--- src/rtl/z_demux_pkg.sv ---
// Shared constants for the 1-to-2 demultiplexer: channel select encoding and
// default sizing.
package z_demux_pkg;

    localparam logic SEL_A = 1'b0;
    localparam logic SEL_B = 1'b1;

    localparam int DEF_WIDTH = 8;
    localparam int DEF_DEPTH = 2;
    localparam int DEF_CNT_W = 8;

endpackage

--- src/rtl/z_demux_fifo.sv ---
// Small synchronous FIFO with an occupancy counter. The head word is read
// straight from the storage array, so it holds its last value while empty.
module z_demux_fifo #(
    parameter int WIDTH = 8,
    parameter int DEPTH = 2
) (
    input  logic             clk,
    input  logic             rst_n,
    input  logic             push_i,
    input  logic [WIDTH-1:0] data_i,
    input  logic             pop_i,
    output logic [WIDTH-1:0] data_o,
    output logic             full_o,
    output logic             empty_o
);

    localparam int AW = $clog2(DEPTH);
    localparam logic [AW:0] FULL_CNT = (AW+1)'(DEPTH);

    logic [WIDTH-1:0] mem_q [DEPTH];
    logic [AW-1:0]    wr_ptr_q, rd_ptr_q;
    logic [AW:0]      count_q, count_d;
    logic             do_push, do_pop;

    assign full_o  = (count_q == FULL_CNT);
    assign empty_o = (count_q == '0);
    assign data_o  = mem_q[rd_ptr_q];

    // Guard here too so a misbehaving parent can never overrun or underrun.
    assign do_push = push_i && !full_o;
    assign do_pop  = pop_i && !empty_o;

    always_comb begin
        count_d = count_q;
        if (do_push && !do_pop) begin
            count_d = count_q + (AW+1)'(1);
        end else if (do_pop && !do_push) begin
            count_d = count_q - (AW+1)'(1);
        end
    end

    always_ff @(posedge clk or negedge rst_n) begin
        if (!rst_n) begin
            for (int i = 0; i < DEPTH; i++) begin
                mem_q[i] <= '0;
            end
            wr_ptr_q <= '0;
            rd_ptr_q <= '0;
            count_q  <= '0;
        end else begin
            if (do_push) begin
                mem_q[wr_ptr_q] <= data_i;
                wr_ptr_q        <= wr_ptr_q + AW'(1);
            end
            if (do_pop) begin
                rd_ptr_q <= rd_ptr_q + AW'(1);
            end
            count_q <= count_d;
        end
    end

endmodule

--- src/rtl/z_1_2_demux.sv ---
// Sequential 1-to-2 demultiplexer: steers a tagged input stream into two
// buffered output channels and counts the words delivered on each.
module z_1_2_demux
    import z_demux_pkg::*;
#(
    parameter int WIDTH = DEF_WIDTH,
    parameter int DEPTH = DEF_DEPTH,
    parameter int CNT_W = DEF_CNT_W
) (
    input  logic             clk,
    input  logic             rst_n,
    input  logic [WIDTH-1:0] in_data,
    input  logic             in_sel,
    input  logic             in_valid,
    output logic             in_ready,
    output logic [WIDTH-1:0] a_data,
    output logic             a_valid,
    input  logic             a_ready,
    output logic [WIDTH-1:0] b_data,
    output logic             b_valid,
    input  logic             b_ready,
    output logic [CNT_W-1:0] a_cnt,
    output logic [CNT_W-1:0] b_cnt
);

    logic a_full, a_empty, b_full, b_empty;
    logic push_a, push_b, pop_a, pop_b;
    logic [CNT_W-1:0] a_cnt_q, a_cnt_d, b_cnt_q, b_cnt_d;

    // Ready depends only on the select and registered full flags, never on
    // the consumer readies, so no combinational path crosses the block.
    assign in_ready = (in_sel == SEL_B) ? !b_full : !a_full;

    assign push_a = in_valid && in_ready && (in_sel == SEL_A);
    assign push_b = in_valid && in_ready && (in_sel == SEL_B);

    assign a_valid = !a_empty;
    assign b_valid = !b_empty;
    assign pop_a   = a_valid && a_ready;
    assign pop_b   = b_valid && b_ready;

    z_demux_fifo #(.WIDTH(WIDTH), .DEPTH(DEPTH)) u_fifo_a (
        .clk     (clk),
        .rst_n   (rst_n),
        .push_i  (push_a),
        .data_i  (in_data),
        .pop_i   (pop_a),
        .data_o  (a_data),
        .full_o  (a_full),
        .empty_o (a_empty)
    );

    z_demux_fifo #(.WIDTH(WIDTH), .DEPTH(DEPTH)) u_fifo_b (
        .clk     (clk),
        .rst_n   (rst_n),
        .push_i  (push_b),
        .data_i  (in_data),
        .pop_i   (pop_b),
        .data_o  (b_data),
        .full_o  (b_full),
        .empty_o (b_empty)
    );

    always_comb begin
        a_cnt_d = a_cnt_q;
        b_cnt_d = b_cnt_q;
        if (pop_a) a_cnt_d = a_cnt_q + CNT_W'(1);
        if (pop_b) b_cnt_d = b_cnt_q + CNT_W'(1);
    end

    always_ff @(posedge clk or negedge rst_n) begin
        if (!rst_n) begin
            a_cnt_q <= '0;
            b_cnt_q <= '0;
        end else begin
            a_cnt_q <= a_cnt_d;
            b_cnt_q <= b_cnt_d;
        end
    end

    assign a_cnt = a_cnt_q;
    assign b_cnt = b_cnt_q;

endmodule

--- config.mk ---
export PLATFORM = sky130hd
export DESIGN_NAME = z_1_2_demux
export DESIGN_NICKNAME = d
export VERILOG_FILES = /design/src/rtl/z_demux_pkg.sv /design/src/rtl/z_demux_fifo.sv /design/src/rtl/z_1_2_demux.sv
export SDC_FILE = /design/constraint.sdc
export NUM_CORES = 1
export LEC_CHECK = 0
export CORE_MARGIN = 4
export CORE_UTILIZATION = 51
export CTS_CLUSTER_SIZE = 20
export DETAILED_ROUTE_END_ITERATION = 10
export GPL_TIMING_DRIVEN = 0
export PLACE_DENSITY = 0.79
export SYNTH_ARGS = -nofsm -noshare
export SYNTH_HDL_FRONTEND = slang
export SYNTH_SLANG_ARGS = --single-unit
--- constraint.sdc ---
create_clock -name clk -period 1.8 [get_ports clk]
set_input_delay 0.36 -clock clk [delete_from_list [all_inputs] [get_ports clk]]
set_output_delay 0.36 -clock clk [all_outputs]
set_load 0.01 [all_outputs]
Word level (Yosys, flattened, before mapping)
Cells that the tools add are included.

$add $sub $neg: 10. Bitwise operators: 5. Equal/unequal tests: 2. Mux-type cells: 17. Magnitude comparators: 6. Reductions and logical operators: 27.

Operators by type and width (number): 8-bit 2-to-1 mux (8); 16-bit bitwise mux (2); 8-bit by 1-bit adder with 8-bit output (second input constant) (2); 8-bit demux with 1-bit select (2); 1-bit logical AND (15); 2-bit >= comparator (second input constant) (4); 1-bit zero test (8); 2-bit 2-to-1 mux (4); 1-bit inverter with 2-bit output (4); 1-bit adder (second input constant) (4); 2-bit by 1-bit adder with 2-bit output (second input constant) (2); 2-bit equality test (second input constant) (2); 2-bit zero test (2); 2-bit by 1-bit < comparator with 1-bit output (second input constant) (2); 2-bit nonzero test (2); 2-bit by 1-bit subtractor with 2-bit output (second input constant) (2); 1-bit 2-to-1 mux (1); 1-bit inverter (1).

Bits of input ports: 14. Register bits after elaboration: 56. Logic and storage cells: 79. Output and inout port bits: 35.

Longest topological paths before layout
Word-level depth: 10. Gate-level depth with buffers: 6. Gate-level depth less buffers: 6.

By module
A second synthesis with hierarchy kept.

Cell total of the unflattened synthesis: 181. Area, all modules: 2512.4 um2.

By module, submodules not included: z_demux_fifo (seq. area each 500.5 um2, area each 892.1 um2, cells an instance 60, times used 2); z_1_2_demux (seq. area each 400.4 um2, area each 728.2 um2, cells an instance 61, times used 1).

Least setup slack after synthesis
Ideal clock, no wire load.

Path type: reg-to-reg. Start: register u_fifo_a.count_q[1]. End: register u_fifo_a.count_q[1]. Clock period less this slack: 1495 ps. Path slack: 305 ps. Cell stages (with the launch flop): 7. Setup time: 125 ps. Path buffers: 0. Required time: 1675 ps. Arrival: 1370 ps. Cell sequence: dfrtp_1 > nor2b_1 > nor3b_1 > ha_1 > xor2_1 > nor2_1 > xor2_1.

Longest elaborated chain between the ends: 9. Elaborated cells on any way between the ends: 19. Those cells by class: add/sub (2); eq/ne (1); mux (3); reduce/logical (13).

Ends and longest elaborated chain: start: declaration (line z_demux_fifo.sv:22) `logic [AW:0] count_q, count_d;`; start signal: assignment (line z_demux_fifo.sv:58) `count_q <= count_d;`; 2-bit equality test (*) (line z_demux_fifo.sv:25) `assign full_o = (count_q == FULL_CNT);`; 1-bit zero test (*) (line z_demux_fifo.sv:30, z_1_2_demux.sv:32); 1-bit 2-to-1 mux (line z_1_2_demux.sv:32) `assign in_ready = (in_sel == SEL_B) ? !b_full : !a_full;`; 1-bit logical AND (2 in series) (line z_1_2_demux.sv:34) `assign push_a = in_valid && in_ready && (in_sel == SEL_A);`; 1-bit logical AND (*) (line z_demux_fifo.sv:30) `assign do_push = push_i && !full_o;`; named net u_fifo_a.do_push (line z_demux_fifo.sv:23) `logic do_push, do_pop;`; 1-bit zero test (line z_demux_fifo.sv:37) `end else if (do_pop && !do_push) begin`; 1-bit logical AND (line z_demux_fifo.sv:37); 2-bit nonzero test (no source line).

The timed path passes the listed nets; every way through them passes the cells marked *. The select of a mux whose other input is x is not followed. A chain may end at the register's enable or synchronous reset.

Worst setup path after layout
Start: register u_fifo_b.rd_ptr_q. End: output b_data[4].

Longest elaborated chain between the ends: 4.

Ends and longest elaborated chain: start: declaration (line z_demux_fifo.sv:21) `logic [AW-1:0] wr_ptr_q, rd_ptr_q;`; start signal: assignment (line z_demux_fifo.sv:56) `rd_ptr_q <= rd_ptr_q + AW'(1);`; 1-bit inverter with 2-bit output (implied by the code) (line z_demux_fifo.sv:27) `assign data_o = mem_q[rd_ptr_q];`; 8-bit 2-to-1 mux (implied by the code) (3 in series) (line z_demux_fifo.sv:27); end: declaration (line z_1_2_demux.sv:19) `output logic [WIDTH-1:0] b_data,`.

Every way passes these cells. The select of a mux whose other input is x is not followed.

==> flow_summary.ini <==
[power]
power_frac_seq_pct = 41.2
power_frac_clock_pct = 12.0
power_frac_comb_pct = 46.7
power.share.switching_pct = 34.0
p_switching_mw = 1.93
vdd_drop_max_v = 0.000813
powerDensity_nw_per_um2 = 1760
p_leak_nw = 1.44
intPower_mw = 3.75

[floorplan]
rows = 25
die_y_microns = 78.2
coreArea_sq_um = 4750
start_util_pct = 52.9
io_pins = 49
die_area_sq_um = 6120
die_x_microns = 78.2

[logic_synthesis]
synth-seq-cells = 56
syn_area_per_cell_sq_um = 13.9
synth_warnings = 0
syn-num-nets = 199
synth_seq_area_share_pct = 55.7
netlist-cell-type-count = 27
synth_cells = 181
syn-cell-area_sq_um = 2510

[place]
dpl.cell_count = 297
dpl.hpwl_microns = 3230
portBuffers = 48
dp_slack_ns = -0.500
routabilityCongestion = 0.787

[grt]
antenna_found_initial = 0
grtUsageTotal_pct = 16.7
gr-total-overflow = 0
grt_pass1_wl_microns = 7890
first_global_vias = 1610
grt_max_degree = 32

[finish]
nNetsFinal = 259
final_layout_size_suffix_gt1_share_pct = 33.9
synthToLayoutAreaGrowth_pct = 28.5
num_antenna_cells = 0
fin_cells = 309

[setup_path]
worstPathRequired_ns = 1.44
endpoint_kind = primary output
crit_buf_inv = 2
critPathMaxFanout = 5
arrival_ns = 1.39
setup.worst_path.class = reg -> out
cp_slowest_cell = dfrtp_2
start_kind = flip-flop
path_cells = buf_6 -> mux2_2 -> clkdlybuf4s15_1
cp_top_family = flip-flops
slowest_delay_ns = 0.38

[timing]
period_minus_slack_ns = 1.75
maxSlewViolCount = 0
setup_violations = 0
fin_skew_ns = 0.00457
layout_setup_ws_ns = 0.0542
max_freq_ghz = 0.573
worst_pin_slew_ns = 0.634
grt_setup_unrepaired = true
finalCritPeriodShare_pct = 97.0
max-slew-margin-rel_pct = 57.6
hold_viol = 0

[routing]
ant_nets = 0
first_pass_iters = 3
drt-total-wl_microns = 4640
wire_per_inst_microns = 15.0
drc_errors = 0
vias = 1533
routed_via_density = 4.96
drt_iter0_drc = 62

[worst_hold_path]
hold_path_class = in -> async

[cts]
cts_buffers = 5
cts.path.max_buffers = 2
cts.sinks = 56
cts_tree = yes
clk_pin_slew_worst_paths_ns = 0.10
root_buffer = clkbuf_8
htree_levels = 2
clkLatencyLatePin_ns = 0.31

[run_status]
outcome = completed

[flow_run]
cap_violations = 0
## cell usage in the layout (no fill, tap or decap), drive strengths merged
master         count
xnor2             12
nand4b             1
and3               2
nand3              2
o21a               2
clkdlybuf4s15     12
clkinvlp           1
ha                 4
xor2              12
nor2               6
dfrtp             56
inv                2
nand4              6
nor2b              2
nor3               5
clkdlybuf4s50     27
clkinv             2
nand2             11
nand2b             1
or2                2
mux2              48
nor4b              1
or3b               1
clkbuf            10
nor3b              1
buf                9
dlygate4sd2        3
a21oi              1
## state kept, by name (all words and copies together), names as in the netlist
register	cells
u_fifo_b.rd_ptr_q	1
u_fifo_a.rd_ptr_q	1
u_fifo_b.mem_q	16
u_fifo_a.count_q	2
u_fifo_b.wr_ptr_q	1
a_cnt	8
b_cnt	8
u_fifo_a.wr_ptr_q	1
u_fifo_a.mem_q	16
u_fifo_b.count_q	2
## cells in the mapped netlist, drive strengths merged
| cell type | instances | area share (%) |
|---|---|---|
| and3 | 2 | 0.50 |
| mux2 | 48 | 23 |
| nand2 | 11 | 1.7 |
| nand3 | 2 | 0.40 |
| or3b | 1 | 0.35 |
| nor3 | 5 | 1.2 |
| xor2 | 12 | 4.2 |
| clkinv | 1 | 0.15 |
| a21oi | 1 | 0.20 |
| nand4b | 1 | 0.35 |
| nor2 | 6 | 0.90 |
| nor2b | 2 | 0.50 |
| nand2b | 1 | 0.25 |
| or2 | 2 | 0.50 |
| o21a | 2 | 0.60 |
| nand4 | 6 | 1.5 |
| nor4b | 1 | 0.95 |
| inv | 1 | 0.15 |
| buf | 1 | 0.45 |
| nor3b | 1 | 0.30 |
| dfrtp | 56 | 56 |
| xnor2 | 12 | 4.2 |
| clkbuf | 2 | 0.30 |
| ha | 4 | 2.0 |
## layout make-up
type | instances | area, sq um
Timing Repair Buffer | 55 | 523
Tap cell | 67 | 83.8
Fill cell | 363 | 1520
Multi-Input combinational cell | 120 | 1110
Inverter | 2 | 11.3
Buffer | 1 | 11.3
Sequential cell | 56 | 1410
Clock buffer | 5 | 68.8
Clock inverter | 3 | 22.5
## layer usage
| metal | vias up | GRT usage, % | wire length [microns] |
|---|---|---|---|
| li1 | 743 | - | - |
| met1 | 754 | 23.6 | 2240 |
| met2 | 31 | 25.7 | 2180 |
| met3 | 5 | 4.13 | 175 |
| met4 | 0 | 4.72 | 40 |
| met5 | - | 0 | 0 |
## cell families (layout without fill, tap and decap cells)
family | Yosys count | in the layout | share of synthesized area, %
mux | 48 | 48 | 22.7
compound gates | 3 | 3 | 0.796
xor+xnor | 24 | 24 | 8.36
flops | 56 | 56 | 55.7
simple gates | 41 | 41 | 9.40
buf+inv | 5 | 66 | 1.04
fa+ha+maj | 4 | 4 | 1.99
## final timing paths
path	startpoint	to	slack (ns)	cells after the start
min in group clk	b_cnt[7]$_DFFE_PN0P_	b_cnt[7]$_DFFE_PN0P_	0.47	1
worst max-delay path	u_fifo_b.rd_ptr_q$_DFFE_PN0P_	b_data[4]	0.05	3
worst min-delay path	rst_n	u_fifo_b.mem_q[5]$_DFFE_PN0P_	0.04	1
worst max register to register	u_fifo_a.count_q[1]$_DFFE_PN0P_	u_fifo_a.mem_q[9]$_DFFE_PN0P_	0.10	3
worst min register to register	b_cnt[7]$_DFFE_PN0P_	b_cnt[7]$_DFFE_PN0P_	0.47	1
max in group asynchronous	rst_n	u_fifo_b.rd_ptr_q$_DFFE_PN0P_	1.17	2
## per-stage QoR
stage	TNS (ns)	hold WS (ns)	power, mW	utilization (%)	cell area (sq um)
global placement	-87.92	0.458	5.00	64.8	3080
floorplan	0	0.0644	3.83	-	2510
global route	-0.0131	0.0729	6.09	68.0	3230
CTS	0	0.0534	5.70	67.8	3220
finish	0	0.0405	5.68	68.0	3230
detailed placement	-15.36	0.400	5.07	65.1	3090
## worst register-to-register path, stage by stage, from the launching register on
cell and delay [ns]:
dfrtp_1 0.44, nor2b_1 0.19, nor4b_4 0.56, mux2_2 0.40
## power groups by stage
stage / Combinational, mW / Clock, mW / Sequential [mW]
after floorplan: 1.54 / 0 / 2.29
after global placement: 2.69 / 0 / 2.31
after detailed placement: 2.73 / 0 / 2.33
after CTS: 2.66 / 0.708 / 2.33
after global routing: 2.89 / 0.760 / 2.44
final: 2.65 / 0.684 / 2.34
## what timing repair did
| action | 4_1_cts | 5_1_grt |
|---|---|---|
| cloned | 0 | 0 |
| hold buffers | 0 | 0 |
| setup buffers | 6 | 0 |
| pin swaps | 0 | 0 |
| gates resized for setup | 36 | 20 |
| setup endpoints to repair | 27 | 18 |
No activity file was read; power rests on OpenSTA's default activity.
